`src/rtl/alu_pkg.sv`:
```
// Shared ALU result definitions: flag bit positions and result-entry sizing.
package alu_pkg;

  localparam int FLAG_W      = 5;
  localparam int FLAG_SIGN   = 4;
  localparam int FLAG_ZERO   = 3;
  localparam int FLAG_CARRY  = 2;
  localparam int FLAG_PARITY = 1;
  localparam int FLAG_OVF    = 0;

  localparam int ALU_DATA_W  = 16;
  localparam int ENTRY_W     = ALU_DATA_W + FLAG_W;

  // Stored word width for a given result width: {z, flags}.
  function automatic int entry_w(input int data_w);
    return data_w + FLAG_W;
  endfunction

endpackage

```
`src/rtl/alu_result_fifo.sv`:
```
// Ready/valid FIFO buffering ALU {Z, flags} results, with sticky overflow/carry status.
module alu_result_fifo
  import alu_pkg::*;
#(
  parameter int DATA_W = 16,
  parameter int DEPTH  = 4
) (
  input  logic                       clk,
  input  logic                       rst_n,
  input  logic                       in_valid,
  input  logic [DATA_W-1:0]          in_z,
  input  logic [FLAG_W-1:0]          in_flags,
  output logic                       in_ready,
  output logic                       out_valid,
  output logic [DATA_W-1:0]          out_z,
  output logic [FLAG_W-1:0]          out_flags,
  input  logic                       out_ready,
  input  logic                       clr,
  output logic [$clog2(DEPTH):0]     count,
  output logic                       sticky_ovf,
  output logic                       sticky_carry
);

  localparam int PTR_W = $clog2(DEPTH);
  localparam int CNT_W = PTR_W + 1;
  localparam int EW    = entry_w(DATA_W);

  logic [EW-1:0]    mem [DEPTH];
  logic [PTR_W-1:0] wptr, rptr;
  logic             push, pop;

  assign in_ready  = (count < CNT_W'(DEPTH)) || out_ready;
  assign out_valid = (count != '0);
  assign push      = in_valid && in_ready;
  assign pop       = out_valid && out_ready;

  // Head is read straight from storage; a fresh push is never bypassed to the output.
  assign {out_z, out_flags} = mem[rptr];

  // Storage is intentionally not reset.
  always_ff @(posedge clk) begin
    if (push && !clr) mem[wptr] <= {in_z, in_flags};
  end

  always_ff @(posedge clk or negedge rst_n) begin
    if (!rst_n) begin
      wptr         <= '0;
      rptr         <= '0;
      count        <= '0;
      sticky_ovf   <= 1'b0;
      sticky_carry <= 1'b0;
    end else if (clr) begin
      wptr         <= '0;
      rptr         <= '0;
      count        <= '0;
      sticky_ovf   <= 1'b0;
      sticky_carry <= 1'b0;
    end else begin
      if (push) begin
        wptr         <= wptr + PTR_W'(1);
        sticky_ovf   <= sticky_ovf   | in_flags[FLAG_OVF];
        sticky_carry <= sticky_carry | in_flags[FLAG_CARRY];
      end
      if (pop) rptr <= rptr + PTR_W'(1);
      // Full is judged from count, so a simultaneous push+pop at DEPTH leaves it unchanged.
      if (push && !pop)      count <= count + CNT_W'(1);
      else if (pop && !push) count <= count - CNT_W'(1);
    end
  end

endmodule

```
`config.mk`:
```
export PLATFORM = sky130hd
export DESIGN_NAME = alu_result_fifo
export DESIGN_NICKNAME = d
export VERILOG_FILES = /design/src/rtl/alu_pkg.sv /design/src/rtl/alu_result_fifo.sv
export SDC_FILE = /design/constraint.sdc
export NUM_CORES = 1
export LEC_CHECK = 0
export BUFFER_PORTS_ARGS = -buffer_cell sky130_fd_sc_hd__buf_4
export CAP_MARGIN = 20
export CORE_MARGIN = 8
export CORE_UTILIZATION = 50
export DETAILED_ROUTE_END_ITERATION = 8
export PLACE_DENSITY_LB_ADDON = 0.08
export SYNTH_ARGS = -nofsm -noshare
export SYNTH_HDL_FRONTEND = slang
export SYNTH_SLANG_ARGS = --single-unit
```
`constraint.sdc`:
```
create_clock -name clk -period 3.7 [get_ports clk]
set_input_delay 0.37 -clock clk [delete_from_list [all_inputs] [get_ports clk]]
set_output_delay 0.37 -clock clk [all_outputs]
set_load 0.02 [all_outputs]
```
==> flow_metrics.py <==
metrics = {
    "routing": {
        "drt_wl_total_um": 6710,
        "routedLengthMet1_um": 2560,
        "vias_per_cell": 5.38,
        "route.met2.wl_um": 3570,
        "wl_cell_um": 19.6,
        "post-route-drc-count": 0,
        "dr.pass1.iters": 4,
        "highest-signal-layer": "met4",
        "wl_met3_um": 401,
        "drt_first_iter_violations": 36,
        "detail-route-antenna-nets": 0,
        "vias": 1845,
    },
    "sta": {
        "final.setup_skew_ns": 0.00972,
        "slew-limit-headroom_pct": 29.8,
        "rsz0062_at_grt": "no",
        "report.final.setup_viol": 0,
        "final_max_slew_viol_count": 0,
        "tightestPinTransition_ns": 1.05,
        "period_needed_ns": 2.40,
        "setup_tns_ns": 0,
        "finalHoldViolCount": 0,
        "fmax_ghz": 0.417,
        "final_min_period_over_clock_period_pct": 64.9,
    },
    "logic_synthesis": {
        "yosys_register_bits": 93,
        "post_synth_main_area_contributors": "edfxtp_1 69%, mux4_2 13%, dfrtp_1 6.2%, ha_1 1.4%, nor3b_1 1.0%",
        "syn_area_per_cell_sq_um": 20.3,
        "synthMuxAreaShare_pct": 13.0,
        "synth_top_family_by_area": "multiplexers",
        "synth_nets": 211,
        "yosys_warnings": 0,
        "synthDistinctLibCells": 32,
        "syn-instance-count": 180,
        "yosys.area.top_type_share_pct": 69.1,
        "synth_simple_gate_area_share_pct": 3.46,
        "combined_area_of_all_synthesized_cells_sq_um": 3650,
        "synth-seq-area-share_pct": 75.3,
        "area_leader_netlist": "edfxtp_1",
        "synth_adder_area_share_pct": 1.92,
        "synth-xor-area-share_pct": 0.480,
        "synth_compound_area_share_pct": 3.70,
    },
    "die": {
        "fp.dieArea_sq_um": 10300,
        "core_sq_um": 7180,
        "floorplan.rows": 31,
        "width_of_the_die_um": 101,
        "initial_utilization_pct": 50.8,
        "die_h_um": 101,
        "count_of_boundary_i_o_pins": 54,
    },
    "clock_network": {
        "htree_levels": 3,
        "clock_tree.buffer_depth": 2,
        "worst_setup_hold_path_clk_slew_ns": 0.10,
        "cts_buffers": 9,
        "cts.root.buffer_cell": "clkbuf_8",
        "post_cts_sizing": 0,
        "worst_skew_pair.late_latency_ns": 0.35,
        "cts_tree": "built",
        "numClockSinks": 93,
    },
    "cells_and_area": {
        "final_layout_size_suffix_gt1_share_pct": 41.4,
        "summed_area_of_non_filler_cells_in_the_final_layout_sq_um": 4370,
        "final_instance_count_without_filler_cells": 343,
        "final_core_utilization_pct": 60.8,
        "antenna_cells": 0,
        "syn_to_final_growth_pct": 19.7,
        "finish.net_count": 270,
        "top_library_cells_by_usage_in_the_layout_fill_and_taps_aside": "84 x edfxtp_1, 57 x buf_4, 21 x mux4_2",
        "final_common_cell": "edfxtp_1",
        "num-fill-cells": 535,
    },
    "power": {
        "static-leakage-power_nw": 1.51,
        "max-vdd-ir-drop_mv": 0.367,
        "cellPowerDensity_nw_per_um2": 576,
    },
    "placement": {
        "numPlacedInstances": 326,
        "detailed_place.area_sq_um": 4170,
        "place.port_buffers": 53,
        "gp_routability_congestion": 0.698,
        "detailed_place_hpwl_um": 4490,
    },
    "setup_path": {
        "worstPathRequired_ns": 3.33,
        "worst_path_max_delay_cell": "dfrtp_2",
        "critical_path.startpoint_type": "flip-flop",
        "critical_path_arrival_ns": 2.03,
        "cp_max_fo": 23,
        "worstSetupEndpointType": "output port",
        "reg2reg_from": "count[2]",
        "setup_slack_reg_to_reg_ns": 1.53,
        "setup.worst_path.class": "reg -> out",
        "timing.critical_path.slowest_cell_delay_ns": 0.88,
        "timing.reg2reg.worst_path_depth": 5,
        "crit-reg2reg-capture": "mem[0][11]",
        "timing.critical_path.cells": "mux4_2, buf_4",
    },
    "min_path": {
        "worst_hold_path.endpoint": "mem[0][5]",
        "hp-start": "in_z[0]",
        "worst_hold_path.num_cells": 1,
        "hp-class": "in -> reg",
    },
    "run": {
        "timing.max_cap.violations": 0,
    },
    "grt": {
        "grt_antenna_before_repair": 0,
        "global_route.overflow_total": 0,
        "globalRouteTotalUtil_pct": 14.3,
        "first_global_vias": 2078,
        "first_pass_grt_wire_length_um": 10800,
        "maximum_number_of_pins_on_one_net_before_global_route_repair": 24,
    },
    "run_status": {
        "outcome": "finished, final reports clean",
    },
}
cell families (layout without fill, tap and decap cells):
kind of cell / Yosys count / after routing
flip-flops: 93 / 93
AND/OR/NAND/NOR: 22 / 22
multiplexers: 21 / 21
AO/OA/AOI/OAI: 19 / 19
buffers and inverters: 18 / 82
adder cells (fa/ha/maj): 5 / 5
XOR/XNOR: 2 / 2
worst max-delay path: cells and delay by family, from the launching register on:
kind | cells | cell delay (ns)
DFF | 1 | 0.88
buffers and inverters | 1 | 0.18
muxes | 1 | 0.62
stage by stage:
| stage | power, mW | setup slack, ns | hold WS, ns |
|---|---|---|---|
| 2_1_floorplan | 1.70 | 0.487 | 0.0744 |
| 3_3_place_gp | 1.90 | 1.64 | 0.198 |
| 3_5_place_dp | 1.93 | 1.53 | 0.207 |
| 4_1_cts | 2.55 | 1.22 | 0.193 |
| 5_1_grt | 2.64 | 1.15 | 0.190 |
| 6_report | 2.51 | 1.30 | 0.209 |
routing by layer:
layer	global-route usage (%)	up-vias
met4	8.36	0
met2	24.9	59
met5	0	-
met3	3.57	15
met1	15.5	931
li1	-	840
timing repair:
item | 4_1_cts | 5_1_grt
hold endpoints to repair | 9 | 0
hold buffers | 1 | 0
setup buffers | 0 | 0
Yosys cell counts (all sizes together):
master    n
a21oi     4
a211oi    1
buf       6
mux4     21
o21bai    1
or2       2
edfxtp   84
fa        1
and3      1
nand2     1
or3       1
xor2      2
nor2      5
nand2b    1
a221oi    2
nand3     2
o2111ai   1
dfrtp     9
nor2b     4
a32oi     1
ha        4
nor3b     5
inv       8
a31oi     3
o31ai     1
a2111oi   1
o21ai     3
o311ai    1
clkbuf    4
power by group:
part           internal, mW  leakage (nW)  switching, mW  total [mW]
Sequential             1.20         0.881          0.102        1.30
Combinational         0.308         0.542          0.285       0.594
Clock                 0.254        0.0857          0.365       0.619
sequential cells by signal, indices dropped and copies added, names as in the netlist:
signal        flops
mem              84
count             3
rptr              2
wptr              2
sticky_carry      1
sticky_ovf        1
layout make-up:
type	instances	area (sq um)	share of cell area, %
sequential	93	2750	63.0
multi-input combinational	69	842	19.3
timing repair buffer	58	438	10.0
clock buffer	9	124	2.84
tap	99	124	2.84
clock inverter	7	58.8	1.35
inverter	8	30.0	0.688
how the worst max path moves through the flow:
stage | endpoint | slack, ns | cells past startpoint | from
global placement | out_z[12] | 1.64 | 2 | rptr[0]
CTS | out_flags[1] | 1.22 | 2 | rptr[0]
detailed placement | mem[0][17] | 1.53 | 5 | count[2]
floorplan | mem[1][0] | 0.49 | 5 | count[2]
finish | out_flags[1] | 1.30 | 2 | rptr[0]
global route | out_flags[1] | 1.15 | 2 | rptr[0]
(Power assumes the default switching activity.)
